==> config.mk <==
export PLATFORM = sky130hd
export DESIGN_NAME = gpr_wport_arb
export DESIGN_NICKNAME = d
export VERILOG_FILES = /design/src/rtl/gpr_wport_arb.sv
export SDC_FILE = /design/constraint.sdc
export NUM_CORES = 1
export LEC_CHECK = 0
export BUFFER_PORTS_ARGS = -buffer_cell sky130_fd_sc_hd__buf_4
export CAP_MARGIN = 30
export CORE_MARGIN = 3
export CORE_UTILIZATION = 50
export DETAILED_ROUTE_END_ITERATION = 8
export PLACE_DENSITY = 0.87
export SYNTH_ARGS = -nofsm -noshare
export SYNTH_HDL_FRONTEND = slang
export SYNTH_SLANG_ARGS = --single-unit
==> constraint.sdc <==
create_clock -name clk -period 4.5 [get_ports clk]
set_clock_uncertainty 0.2 [all_clocks]
set_input_delay 0.45 -clock clk [delete_from_list [all_inputs] [get_ports clk]]
set_output_delay 0.45 -clock clk [all_outputs]
set_load 0.005 [all_outputs]
==> src/rtl/gpr_wport_arb.sv <==
// gpr_wport_arb: shares the single GPR write port between the in-order
// pipeline writeback and a late-result requester buffered in a 2-entry FIFO.
// Tracks read-after-write hazards against buffered entries, kills buffered
// entries overwritten by a younger pipeline write, and forces a starved FIFO
// head onto the port by stalling the pipeline for one cycle.
//
// Ports:
//   clk, reset          rising-edge clock, synchronous active-low reset
//   wb_we/addr/data     pipeline writeback request
//   wb_stall            pipeline write not granted this cycle
//   lr_valid/addr/data  late-result request, accepted when lr_ready
//   lr_ready            FIFO has space (no pass-through)
//   rd_a1, rd_a2        decode read addresses
//   hazard1, hazard2    read address has a buffered, unkilled write pending
//   gpr_we/wa/wd        register file write port (combinational, commits at edge)
//   fifo_cnt            FIFO occupancy 0..2
module gpr_wport_arb #(
  parameter int unsigned STARVE_MAX = 4
) (
  input  logic        clk,
  input  logic        reset,
  input  logic        wb_we,
  input  logic [4:0]  wb_addr,
  input  logic [31:0] wb_data,
  output logic        wb_stall,
  input  logic        lr_valid,
  input  logic [4:0]  lr_addr,
  input  logic [31:0] lr_data,
  output logic        lr_ready,
  input  logic [4:0]  rd_a1,
  input  logic [4:0]  rd_a2,
  output logic        hazard1,
  output logic        hazard2,
  output logic        gpr_we,
  output logic [4:0]  gpr_wa,
  output logic [31:0] gpr_wd,
  output logic [1:0]  fifo_cnt
);

  localparam int unsigned ADDR_W = 5;
  localparam int unsigned DATA_W = 32;
  localparam int unsigned DEPTH  = 2;
  localparam int unsigned AGE_W  = (STARVE_MAX < 1) ? 1 : $clog2(STARVE_MAX + 1);

  typedef struct packed {
    logic [ADDR_W-1:0] addr;
    logic [DATA_W-1:0] data;
    logic              kill;
  } entry_t;

  // FIFO storage and bookkeeping
  entry_t           mem [DEPTH];
  logic             rd_ptr;
  logic             wr_ptr;
  logic [1:0]       cnt;
  logic [AGE_W-1:0] age;

  logic [DEPTH-1:0] slot_valid;
  logic [DEPTH-1:0] kill_hit;
  entry_t           head;
  logic             head_valid;
  logic             head_live;
  logic             age_full;
  logic             wb_req;
  logic             force_g;
  logic             primary_g;
  logic             late_g;
  logic             pop;
  logic             push;
  logic             space;
  logic [AGE_W-1:0] age_nxt;
  logic             hit1;
  logic             hit2;

  // Which physical slots hold a stored entry
  always_comb begin
    slot_valid = '0;
    if (cnt == 2'd2) begin
      slot_valid = '1;
    end else if (cnt == 2'd1) begin
      slot_valid[rd_ptr] = 1'b1;
    end
  end

  assign head       = mem[rd_ptr];
  assign head_valid = (cnt != 2'd0);
  assign head_live  = head_valid && !head.kill;
  assign age_full   = (age == AGE_W'(STARVE_MAX));
  assign wb_req     = wb_we && (wb_addr != '0);

  // Grant priority: starved head, then pipeline, then waiting head
  assign force_g   = head_live && age_full;
  assign primary_g = !force_g && wb_req;
  assign late_g    = !force_g && !wb_req && head_live;

  // A killed head is discarded without touching the port
  assign pop   = force_g || late_g || (head_valid && head.kill);
  assign space = (cnt != 2'd2);
  assign push  = lr_valid && space && (lr_addr != '0);

  // A pipeline write to X makes older buffered writes to X obsolete
  always_comb begin
    kill_hit = '0;
    for (int i = 0; i < DEPTH; i++) begin
      kill_hit[i] = primary_g && slot_valid[i] && (mem[i].addr == wb_addr);
    end
  end

  // Age of the head: counts waiting cycles, saturates at the force threshold
  always_comb begin
    age_nxt = age;
    if (!head_valid || pop) begin
      age_nxt = '0;
    end else if (!age_full) begin
      age_nxt = age + AGE_W'(1);
    end
  end

  // State update
  always_ff @(posedge clk) begin
    if (!reset) begin
      rd_ptr <= 1'b0;
      wr_ptr <= 1'b0;
      cnt    <= 2'd0;
      age    <= '0;
      for (int i = 0; i < DEPTH; i++) begin
        mem[i] <= '0;
      end
    end else begin
      for (int i = 0; i < DEPTH; i++) begin
        if (kill_hit[i]) begin
          mem[i].kill <= 1'b1;
        end
      end
      if (push) begin
        mem[wr_ptr] <= '{addr: lr_addr, data: lr_data, kill: 1'b0};
        wr_ptr      <= ~wr_ptr;
      end
      if (pop) begin
        rd_ptr <= ~rd_ptr;
      end
      case ({push, pop})
        2'b10:   cnt <= cnt + 2'd1;
        2'b01:   cnt <= cnt - 2'd1;
        default: cnt <= cnt;
      endcase
      age <= age_nxt;
    end
  end

  // Write port drive; address and data are zero when idle
  always_comb begin
    gpr_we   = 1'b0;
    gpr_wa   = '0;
    gpr_wd   = '0;
    wb_stall = 1'b0;
    if (reset) begin
      if (force_g) begin
        gpr_we   = 1'b1;
        gpr_wa   = head.addr;
        gpr_wd   = head.data;
        wb_stall = wb_req;
      end else if (primary_g) begin
        gpr_we = 1'b1;
        gpr_wa = wb_addr;
        gpr_wd = wb_data;
      end else if (late_g) begin
        gpr_we = 1'b1;
        gpr_wa = head.addr;
        gpr_wd = head.data;
      end
    end
  end

  // RAW hazard lookup against stored, unkilled entries only
  always_comb begin
    hit1 = 1'b0;
    hit2 = 1'b0;
    for (int i = 0; i < DEPTH; i++) begin
      if (slot_valid[i] && !mem[i].kill) begin
        if (mem[i].addr == rd_a1) hit1 = 1'b1;
        if (mem[i].addr == rd_a2) hit2 = 1'b1;
      end
    end
  end

  assign hazard1  = reset && (rd_a1 != '0) && hit1;
  assign hazard2  = reset && (rd_a2 != '0) && hit2;
  assign lr_ready = reset && space;
  assign fifo_cnt = reset ? cnt : 2'd0;

endmodule

After elaboration in Yosys (flattened, before gate mapping)

Memories as Yosys holds them, arrays and structs flattened. A register that Yosys moved wholly into a read port is not among the register bits.
Cells that the tools add are included.
Widths: inputs -> output; s select.

Output and inout bits: 44
Bits in registers: 7
Input port bits: 88
Memories kept: 1
Bits in writable memories: 76

Reductions and logical operators: 37
Bitwise operators: 5
Muxes and demuxes: 42
Equality and inequality tests: 12
Add/subtract/negate cells: 3
Order comparisons: 2

Memories:

| memory | words | width | rd ports | clocked after Yosys merged registers in | write ports | RTL line | source |
|---|---|---|---|---|---|---|---|
| mem    | 2     | 38    | 3        | 1                                       | 3           | 52       | `entry_t mem [DEPTH];` |

Operators by type and width:

| cell                | number |
|---|---|
| $mux 32             | 4 |
| $eq 5x5->1          | 6 |
| $mux 1              | 29 |
| $logic_and 1x1->1   | 21 |
| $mux 5              | 4 |
| $reduce_bool 5->1   | 4 |
| $logic_not 1->1     | 6 |
| $mux 2              | 3 |
| $eq 2x1->1 const B  | 2 |
| $eq 2x2->1 const B  | 2 |
| $pmux 2 s2          | 1 |
| $reduce_bool 2->1   | 2 |
| $add 3x1->3 const B | 1 |
| $eq 3x3->1 const B  | 1 |
| $logic_or 1x1->1    | 3 |
| $not 1->1           | 3 |
| $add 2x1->2 const B | 1 |
| $lt 1x2->1 const B  | 1 |
| $ne 2x2->1 const B  | 1 |
| $or 1x1->1          | 2 |
| $reduce_or 2->1     | 1 |
| $sub 2x1->2 const B | 1 |
| $demux 1 s1         | 1 |
| $ge 1x1->1 const B  | 1 |

Depth between registers and ports, before layout

Gate-level depths: netlist of run 1.

Depth after elaboration: 12
Gate-level depth with buffers: 8
Gate-level depth less buffers: 8

Worst setup path after synthesis of run 1

OpenSTA, ideal clock, no wires.

Kind: register to register
Start point: reg cnt[0]
End point: mem mem[1][10] (netlist name), enable pin
Required time: 3.862 ns
Period minus slack after synthesis: 3.274 ns
Cell stages (with the launch flop): 6
Data arrival time: 2.637 ns
Slack: 1.226 ns
Cell sequence: dfxtp_1 > inv_1 > ha_1 > inv_1 > o211ai_2 > o21ai_1

RTL lines:

| element                  | RTL line | source |
|---|---|---|
| start: declaration       | 55       | `logic [1:0] cnt;` |
| start signal: assignment | 143      | `2'b10: cnt <= cnt + 2'd1;` |
| start signal: assignment | 144      | `2'b01: cnt <= cnt - 2'd1;` |
| start signal: assignment | 145      | `default: cnt <= cnt;` |
| end: declaration         | 52       |  |

Worst setup path after layout of run 1

Start point: reg cnt[0]
End point: out gpr_wa[3]

Longest elaborated chain between the ends: 10

Ends and longest elaborated chain:

| element                        | RTL line | source |
|---|---|---|
| $reduce_bool 2->1 *            | 86       | `assign head_valid = (cnt != 2'd0);` |
| $logic_and 1x1->1 *            | 87       | `assign head_live = head_valid && !head.kill;` |
| $logic_and 1x1->1              | 92       | `assign force_g = head_live && age_full;` |
| $logic_not 1->1                | 93, 94   |  |
| $logic_and 1x1->1 (2 in a row) | 94       | `assign late_g = !force_g && !wb_req && head_live;` |
| $mux 5                         | 167      | `end else if (late_g) begin` |
| $mux 5                         | 163      | `end else if (primary_g) begin` |
| $mux 5 *                       | 158      | `if (force_g) begin` |
| $mux 5 *                       | 157      | `if (reset) begin` |
| end: declaration               | 35       | `output logic [4:0] gpr_wa,` |

Mark *: on every way between the ends. The rest lies on a longest branch, timed or not.

==> results of run 1 <==
==> worst reg2reg max path, stage by stage (launching register included) <==
cell      delay, ns
dfxtp_1        0.40
inv_1          0.10
ha_1           0.24
inv_1          0.14
o211ai_2       0.29
o21ai_4        0.55
buf_4          0.44
==> cell type report <==
cell class	instances	area, µm²	area share [%]
tap	108	135	2.24
multi-input combinational	285	2170	36.0
timing repair buffer	140	1090	18.1
clock buffer	9	124	2.05
sequential	84	2420	40.2
inverter	9	33.8	0.560
clock inverter	7	53.8	0.892
==> synthesized netlist by cell type (5+ instances only) <==
| master | number |
|---|---|
| edfxtp_1 | 74 |
| or4_1 | 6 |
| nor2_1 | 12 |
| clkbuf_1 | 13 |
| dfxtp_1 | 10 |
| ha_1 | 6 |
| nor3_1 | 5 |
| and2_1 | 74 |
| o21ai_0 | 39 |
| o211a_1 | 37 |
| mux2i_1 | 39 |
| buf_2 | 7 |
| nand4_1 | 5 |
| xnor2_1 | 14 |
| xor2_1 | 20 |
| a21oi_1 | 6 |
| inv_1 | 9 |
==> layout by cell type, fill, tap and decap left out, types with 2 or more instances in the layout <==
| cell | instances |
|---|---|
| buf_4 | 138 |
| and2_1 | 74 |
| edfxtp_1 | 74 |
| mux2i_1 | 39 |
| o21ai_0 | 39 |
| o211a_1 | 37 |
| xor2_1 | 20 |
| xnor2_1 | 14 |
| nor2_1 | 12 |
| inv_1 | 9 |
| dfxtp_1 | 9 |
| clkbuf_8 | 9 |
| or4_1 | 6 |
| a21oi_1 | 6 |
| ha_1 | 6 |
| nand4_1 | 5 |
| nand2_1 | 4 |
| nor3_1 | 4 |
| clkinv_4 | 4 |
| nand2b_1 | 3 |
| o21a_1 | 2 |
| nor3_4 | 2 |
| o21ai_4 | 2 |
| clkinvlp_4 | 2 |
| buf_16 | 2 |
==> path summary, 6_finish.rpt <==
check                    end  cells past startpoint
hold / removal    mem[1][16]                      2
hold reg to reg       age[0]                      1
setup / recovery   gpr_wa[3]                      7
setup reg to reg   mem[0][9]                      6
==> logic make-up (layout without fill, tap and decap cells) <==
logic type / Yosys count / count (layout) / synth area share (%)
flip-flops: 84 / 84 / 51.2
adder cells (fa/ha/maj): 6 / 6 / 1.59
AO/OA/AOI/OAI: 92 / 92 / 14.2
buffers and inverters: 36 / 165 / 3.84
XOR/XNOR: 34 / 34 / 6.30
AND/OR/NAND/NOR: 113 / 113 / 14.3
multiplexers: 40 / 40 / 8.49
==> metrics by stage <==
step           utilization, %  instance area (µm²)  instances  power (mW)  setup slack [ns]
6_report                 67.5                 6030        642        2.36              1.05
5_1_grt                  67.5                 6030        642        2.49             0.926
4_1_cts                  67.5                 6030        642        2.37              1.09
3_5_place_dp             65.5                 5850        626        1.90              1.16
3_3_place_gp             64.9                 5800        624        1.85              1.25
2_1_floorplan               -                 4730        405        1.57              1.23
==> sequential cells by signal (all words and copies together) (netlist names), named ones only <==
name    count
age         3
rd_ptr      1
wr_ptr      1
mem        76
cnt         2
==> layer usage <==
layer	vias to the layer above	part of all wire, %	GRT usage (%)
met5	-	0	0
met4	0	1.6	8.27
met3	18	6.5	3.89
met2	137	52	39.5
met1	1719	40	28.0
li1	1717	-	-
==> power groups by stage <==
| stage | clock, mW | combinational (mW) | sequential, mW |
|---|---|---|---|
| after CTS | 0.490 | 0.819 | 1.06 |
| after floorplan | 0 | 0.509 | 1.06 |
| after global placement | 0 | 0.775 | 1.07 |
| after detailed placement | 0 | 0.813 | 1.08 |
| final | 0.481 | 0.813 | 1.06 |
| after global routing | 0.518 | 0.894 | 1.08 |
==> results by group, run 1 <==
Outcome
  • Outcome: complete, no violations

Critical path
  • Crit. Startpoint: cnt[0]
  • Buf/Inv on CP: 3
  • Worst EP arrival: ~2.8 ns
  • CP startpoint kind: register
  • Most Frequent Cell on Critical Path: buf_4
  • Critical path's slowest cell: o21a_1
  • CP delay by family, top: compound AO/OA/AOI/OAI gates
  • RR Startpoint: cnt[0]
  • CP Class: reg -> out
  • CP Cell Sequence: inv_1 -> ha_1 -> nor2_1 -> o21a_1 -> buf_4 -> o211a_1 -> buf_4
  • R2R Setup Slk: roughly 1.8 ns
  • Required @ worst endpoint: about 3.9 ns
  • Crit-path max cell delay: ~0.83 ns
  • Worst setup EP type: output pin
  • Crit path max fanout: 27

Yosys
  • Main area contributors after synthesis: edfxtp_1, and2_1, mux2i_1
  • Share of synthesized registers carrying an async set or reset: 0%
  • Mapped Nets: 499
  • Synthesized area per cell: between 10 and 15 µm²
  • Synthesized cell area: ~0.0047 mm²
  • Yosys warnings: 0
  • Synth top area share: 47.0%
  • Synth cell types: 32
  • Sequential area share after synthesis: about 50%
  • Ys flop type: edfxtp_1
  • Yosys reg bits: 84
  • Synth Instances: between 400 and 500
  • Post-synth EDFFs: 74
  • Cell taking the most area after synthesis: edfxtp_1

Power and ir drop
  • Psw: around 760 µW
  • Clk pwr share: 20.4%
  • P_int: 1.60 mW
  • Sw frac: between 30% and 40%
  • Leak: roughly 2.7 nW
  • Share of power burned in registers: approximately 45%
  • PwrDens: around 390 mW/mm²
  • VDD IR max: just under 0.2 mV
  • Combinational share of power: about a third

Hold path
  • Hold_sp: lr_data[15]
  • Hold crit path type: in -> reg

Layout
  • Nets: slightly above 600
  • Fillers: 669
  • Antenna cells: 0
  • Synthesis-to-layout area growth: 27.5%
  • Layout cells sized above 1: between 30% and 40%

Die
  • Initial Util: 52.9%
  • Die area: about 0.011 mm²
  • Row Count: 34
  • Die H: 103 µm
  • Core area: 0.00893 mm²
  • IO Pins: about 130
  • Die extent in x: 103 µm

Detailed routing
  • Drt pass-1 iters: 5
  • Via Count: 3,591
  • Via density: about 5.6
  • DRC viols: 0
  • WL final: about 12,000 µm
  • Drt initial violations: between 150 and 200
  • Detail Route Antenna Nets: 0
  • DR WL/cell: approximately 18 µm

Timing
  • Fin Setup TNS: 0 ns
  • Final slew viol count: 0
  • Worst hold margin: 0.175 ns
  • Min Tclk post-route: between 3 and 4 ns
  • Final Hold Fails: 0
  • RSZ-0062 raised after global routing: no
  • Max Freq: around 290 MHz
  • Actual slew at the worst max-slew pin: 1.01 ns
  • Slew margin rel.: approximately 33%
  • Period utilization: about three quarters
  • Final setup violating endpoints: 0

Flow run
  • Count of max-cap constraint violations: 0

Clock network
  • H-Tree Depth: 3
  • TritonCTS Buffers: 9
  • CTS Buffer Depth: 2
  • CTS tree: built
  • TritonCTS Sinks: 84
  • Clk_lat worst skew: 0.35 ns
  • # hold bufs at CTS: 0
  • Root Buffer: clkbuf_8
  • Setup bufs post-CTS: 0
  • Cts repair resizes: 0
  • Clock slew at reported path FFs: 0.09 ns

Placement
  • PortBufs: between 100 and 150
  • HPWL Detailed: 8240 µm
  • Final Wtd Congestion: 0.907

Global routing
  • Vias in the first global route: around 3,700
  • Pin count of the biggest net entering global routing: 40
  • First-pass GRT wire length: 18,300 µm
  • Remaining global-route overflow: 0
  • Initial antenna violation count: 0
  • Global Route Usage Sum: ~23%
No activity file was read; power rests on OpenSTA's default activity.
==> inputs of run 2 (changes only) <==
Settings changed: CORE_UTILIZATION 50 to 48.
Clock period 4.5 ns to 2.95 ns, I/O delays scaled along.
==> run 2 against run 1 <==
  * Utilization fell by 2.9 points
  * Sequential cell count did not move
  * Combinational power rose by 53%
  * First-iteration DRC count rose by 41%
  * Count of clock-buffer cells in the layout rose by 1
  * Worst hold slack got worse by 0.15 ns
  * Wire length barely moved
  * Sequential share of layout area fell by 0.36 points
  * Clock power rose by 77%
  * Die area rose by 3.9%
==> results by group, run 2 (synthesis results as in run 1) <==
Global routing
  • Pin count of the biggest net entering global routing: 39 (-2.5%)
  • Initial antenna violation count: 0 (unchanged)
  • Remaining global-route overflow: 0 (unchanged)
  • Vias in the first global route: 3,774 (+1.9%)
  • First-pass GRT wire length: 18,300 µm (+0.49%)
  • Global Route Usage Sum: 21.0% (-1.6 points)

Power and ir drop
  • Psw: 1.13 mW (+48%)
  • P_int: 2.59 mW (+62%)
  • Sw frac: 30.3% (-1.9 points)
  • Share of power burned in registers: 43.7% (-1.4 points)
  • Clk pwr share: 22.9% (+2.5 points)
  • Combinational share of power: 33.4% (-1.1 points)
  • Power, Total: 3.71 mW (+57%)
  • VDD IR max: 0.301 mV (+53%)
  • Leak: 2.76 nW (+0.95%)
  • PwrDens: 610 mW/mm² (+56%)

Critical path
  • CP Class: reg -> out
  • Crit. Startpoint: cnt[0]
  • CP endpoint: gpr_wd[27]
  • RR Startpoint: cnt[0]
  • Required @ worst endpoint: 2.46 ns (-1.39 ns)
  • Worst EP arrival: 2.29 ns (-0.51 ns)
  • R2R Setup Slk: 0.49 ns (-1.32 ns)
  • Crit path max fanout: 22 (-19%)
  • CP startpoint kind: register
  • R2R depth: 6 (unchanged)
  • Worst setup EP type: output pin
  • Worst R2R End: mem[0][35]

Timing
  • Max Freq: approximately 360 MHz
  • Actual slew at the worst max-slew pin: 0.654 ns (-0.354 ns)
  • Slew margin rel.: 56.4% (+24 points)
  • RSZ-0062 raised after global routing: no
  • Min Tclk post-route: about 2.8 ns
  • Period utilization: 94.5%
  • Final slew viol count: 0 (unchanged)
  • Final Hold Fails: 0 (unchanged)
  • Final setup violating endpoints: 0 (unchanged)
  • Fin Setup TNS: 0 ns (unchanged)

Detailed routing
  • Drt pass-1 iters: 5 (unchanged)
  • Via density: 5.51 (-1.5%)
  • Drt initial violations: 247 (+41%)
  • WL final: 11,700 µm (about the same)
  • Via Count: 3,668 (+2.1%)
  • DRC viols: 0 (unchanged)
  • Detail Route Antenna Nets: 0 (unchanged)
  • DR WL/cell: 17.5 µm (-3.6%)

Placement
  • HPWL Detailed: 8510 µm (+3.3%)
  • PortBufs: 131 (unchanged)
  • Final Wtd Congestion: 0.961 (+6.0%)
  • Placed Instances: 651 (+4.0%)

Outcome
  • Outcome: complete, no violations

Clock network
  • H-Tree Depth: 3 (unchanged)
  • Clk_lat worst skew: 0.35 ns (about the same)
  • Root Buffer: clkbuf_8
  • CTS tree: built
  • TritonCTS Buffers: 9 (unchanged)
  • Clock slew at reported path FFs: 0.08 ns (about the same)
  • # hold bufs at CTS: 0 (unchanged)
  • Setup bufs post-CTS: 0 (unchanged)
  • CTS Buffer Depth: 2 (unchanged)
  • TritonCTS Sinks: 84 (unchanged)

Die
  • Die extent in x: 105 µm (+1.9%)
  • Die H: 105 µm (+1.9%)
  • Die area: 0.0111 mm² (+3.9%)
  • Row Count: 35 (+2.9%)
  • Initial Util: 50.2% (-2.7 points)
  • IO Pins: 132 (unchanged)
  • Core area: 0.00942 mm² (+5.4%)

Layout
  • Layout cells sized above 1: 31.3% (+0.39 points)
  • Synthesis-to-layout area growth: 28.7%
  • Antenna cells: 0 (unchanged)
  • Biggest register: mem
  • Commonest non-fill, non-tap cell in the layout: buf_4
  • Finished Layout Cells: 666 (+3.7%)
  • Nets: 627 (+0.64%)
  • Max reg flops: 76 (unchanged)
  • Most frequent cells in the layout: buf_4, and2_1, edfxtp_1
  • Top flop regs: mem: 76 flops, age: 3 flops, cnt: 2 flops

Hold path
  • Hold crit path type: in -> reg
  • Worst hold path cell count: 2 (unchanged)

Flow run
  • Count of max-cap constraint violations: 0 (unchanged)
[run 2: critical path, stage by stage, from the launching register on]
cell and delay (ns):
dfxtp_1 0.38, inv_1 0.09, ha_1 0.27, nor3_4 0.26
buf_4 0.22, nand2b_1 0.19, buf_6 0.23, o211a_1 0.18
buf_4 0.11
[run 2: cell type report]
type | instances | area [µm²]
multi-input combinational | 285 | 2170
clock inverter | 5 | 77.6
timing repair buffer | 144 | 1080
tap | 129 | 161
inverter | 9 | 33.8
sequential | 84 | 2420
fill | 722 | 3330
clock buffer | 10 | 128
[run 2: how the worst min path moves through the flow]
stage                     start         end  slack (ns)
global route         lr_data[7]   mem[0][8]        0.02
detailed placement       age[0]      age[0]        0.24
global placement         age[0]      age[0]        0.23
CTS                 lr_data[13]  mem[1][14]        0.02
floorplan                age[0]      age[0]        0.22
finish              lr_data[21]  mem[1][22]        0.03
[run 2: repair_timing]
action	4_1_cts	5_1_grt
setup endpoints to repair	0	22
gates resized for setup	0	2
endpoints found under the hold margin	0	0
[run 2: stage by stage]
step	util, %	hold WS [ns]	area [µm²]	setup slack (ns)
2_1_floorplan	-	0.217	4740	0.381
3_3_place_gp	62.3	0.226	5870	0.495
3_5_place_dp	62.3	0.245	5870	0.445
4_1_cts	64.5	0.0212	6070	0.0534
5_1_grt	64.6	0.0171	6080	0.0121
6_report	64.6	0.0288	6080	0.162
[run 2: power groups by stage]
| stage | clock network, mW | logic (mW) | registers (mW) |
|---|---|---|---|
| final | 0.852 | 1.24 | 1.62 |
| after global routing | 0.916 | 1.35 | 1.64 |
| after CTS | 0.861 | 1.24 | 1.62 |
| after detailed placement | 0 | 1.23 | 1.65 |
| after global placement | 0 | 1.18 | 1.63 |
| after floorplan | 0 | 0.779 | 1.62 |
[run 2: layer usage]
metal	global-route usage [%]	vias to the layer above	share of wire (%)
met5	0	-	0
met1	25.3	1763	39
met2	37.1	155	52
met4	6.94	0	2.1
met3	4.59	22	7.3
li1	-	1728	-
==> inputs of run 3 (changes only) <==
Settings changed: CORE_MARGIN 3 to 2, PLACE_DENSITY 0.87 to default, PLACE_DENSITY_LB_ADDON from default to 0.1.
==> run 3 against run 2 <==
  * Total power is 2.0% lower
  * First-iteration DRC count is 30% lower
  * Die area is 3.8% lower
  * Sequential power barely moved
  * Worst setup slack better by 0.14 ns
  * Combinational power hardly changed
  * Maximum frequency is 5.3% higher
  * Critical path depth down 1
  * Largest power group unchanged
==> results by group, run 3 (synthesis results as in run 1) <==
Outcome
  • Outcome: complete, no violations

Layout
  • Synthesis-to-layout area growth: 28.5%
  • Antenna cells: 0 (unchanged)
  • Commonest non-fill, non-tap cell in the layout: buf_4
  • Top flop regs: mem: 76 flops, age: 3 flops, cnt: 2 flops
  • Nets: 628 (+0.16%)
  • Multi-input gate area: 0.00217 mm² (-0.29%)
  • Most frequent cells in the layout: buf_4, and2_1, edfxtp_1
  • Design area: 0.00608 mm² (-0.10%)
  • Layout cells sized above 1: 31.4% (+0.069 points)
  • Seq. cell area: 0.00242 mm² (unchanged)
  • Core Util, Final: 62.8% (-1.9 points)
  • Fillers: 814 (+13%)
  • Biggest register: mem
  • Max reg flops: 76 (unchanged)
  • Finished Layout Cells: 672 (+0.90%)

Critical path
  • Worst EP arrival: 2.15 ns (-0.14 ns)
  • Required @ worst endpoint: 2.46 ns (about the same)
  • R2R Setup Slk: 0.31 ns (-0.18 ns)
  • CP Class: reg -> out
  • Crit. Startpoint: cnt[0]
  • R2R depth: 6 (unchanged)
  • CP startpoint kind: register
  • Worst R2R End: mem[0][12]
  • RR Startpoint: cnt[0]
  • Worst setup EP type: output pin
  • Crit path max fanout: 27 (+23%)

Timing
  • RSZ-0062 raised after global routing: no
  • Actual slew at the worst max-slew pin: 0.831 ns (+0.178 ns)
  • Slew margin rel.: 44.4% (-12 points)
  • Final slew viol count: 0 (unchanged)
  • Max Freq: 378 MHz (+5.3%)
  • Min Tclk post-route: 2.65 ns (-0.141 ns)
  • Final setup violating endpoints: 0 (unchanged)
  • Final Hold Fails: 0 (unchanged)
  • Fin Setup TNS: 0 ns (unchanged)
  • Period utilization: 89.7% (-4.8 points)

Placement
  • Placed Instances: 656 (+0.77%)
  • Placed Area: 0.00589 mm² (+0.43%)
  • PortBufs: 131 (unchanged)
  • Final Wtd Congestion: 0.881 (-8.3%)
  • HPWL Detailed: 7710 µm (-9.3%)

Global routing
  • First-pass GRT wire length: 17,400 µm (-5.3%)
  • Vias in the first global route: 3,496 (-7.4%)
  • Initial antenna violation count: 0 (unchanged)
  • Remaining global-route overflow: 0 (unchanged)
  • Global Route Usage Sum: 21.6% (+0.60 points)
  • Pin count of the biggest net entering global routing: 39 (unchanged)

Power and ir drop
  • Leak: 2.76 nW (about the same)
  • PwrDens: 599 mW/mm² (-1.9%)
  • VDD IR max: 0.298 mV (-1.1%)

Flow run
  • Count of max-cap constraint violations: 0 (unchanged)

Clock network
  • TritonCTS Sinks: 84 (unchanged)
  • TritonCTS Buffers: 9 (unchanged)
  • # hold bufs at CTS: 0 (unchanged)
  • Clk_lat worst skew: 0.35 ns (about the same)
  • Root Buffer: clkbuf_8
  • Cts repair resizes: 0 (unchanged)
  • CTS tree: built
  • Clock slew at reported path FFs: 0.09 ns (about the same)
  • H-Tree Depth: 3 (unchanged)
  • Setup bufs post-CTS: 0 (unchanged)
  • CTS Buffer Depth: 2 (unchanged)

Die
  • Core area: 0.00968 mm² (+2.9%)
  • Initial Util: 48.8% (-1.4 points)
  • Row Count: 36 (+2.9%)
  • IO Pins: 132 (unchanged)
  • Die H: 103 µm (-1.9%)
  • Die extent in x: 103 µm (-1.9%)
  • Die area: 0.0107 mm² (-3.8%)

Detailed routing
  • DRC viols: 0 (unchanged)
  • Drt pass-1 iters: 4 (-1)
  • Drt initial violations: 174 (-30%)
  • Via density: 5.34 (-3.1%)
  • Via Count: 3,588 (-2.2%)
  • Detail Route Antenna Nets: 0 (unchanged)
  • DR WL/cell: 16.7 µm (-4.7%)
  • WL final: 11,200 µm (-3.8%)

Hold path
  • Hold_sp: lr_data[1]
  • Worst hold path cell count: 2 (unchanged)
  • Hold crit path type: in -> reg
  • Hold endpoint: mem[1][2]
==> run 3: cell count changes in the layout (fill, tap and decap cells not counted), sizes merged <==
cell,before,now
clkbuf,10,11
buf,144,145
clkinv,2,3
bufinv,2,1
==> run 3: power by group <==
group / switching, mW / internal [mW] / leakage (nW)
combinational: 0.625 / 0.602 / 1.80
clock: 0.400 / 0.388 / 0.0931
sequential: 0.0996 / 1.52 / 0.867
==> run 3: layout make-up <==
class	instances	area share [%]
inverters	9	0.556
clock inverters	5	0.865
multi-input cells	285	35.7
clock buffers	11	2.16
well taps	133	2.74
flip-flops and latches	84	39.9
repair buffers	145	18.1
==> run 3: metal layers <==
layer  vias up  global-route usage, %  part of all wire, %  wire, µm
met2       117                   37.8                   50      5600
met1      1727                   27.4                   43      4860
met3        14                   3.90                  5.3       593
met4         0                   6.48                  1.4       160
met5         -                      0                    0         0
li1       1730                      -                    -         -
==> run 3: worst max path at each step <==
stage | to | slack [ns] | cells after the start
2_1_floorplan | mem[1][10] | 0.38 | 5
3_3_place_gp | mem[0][25] | 0.38 | 6
3_5_place_dp | mem[0][20] | 0.29 | 6
4_1_cts | gpr_wd[12] | 0.26 | 7
5_1_grt | mem[0][9] | 0.14 | 6
6_report | gpr_wd[12] | 0.30 | 7
==> run 3: worst max-delay path, cell delays in order (launching register included) <==
cell and delay [ns]:
dfxtp_1 0.39, inv_1 0.09, ha_1 0.26, nor3_2 0.29, nand2b_1 0.25, buf_12 0.22
o211a_1 0.18, buf_4 0.11
==> run 3: metrics by stage <==
stage,setup WS [ns],hold slack (ns),power (mW)
floorplan,0.381,0.217,2.40
global placement,0.383,0.224,2.85
detailed placement,0.289,0.253,2.88
CTS,0.263,0.00883,3.66
global route,0.145,0.00598,3.85
finish,0.303,0.0239,3.64
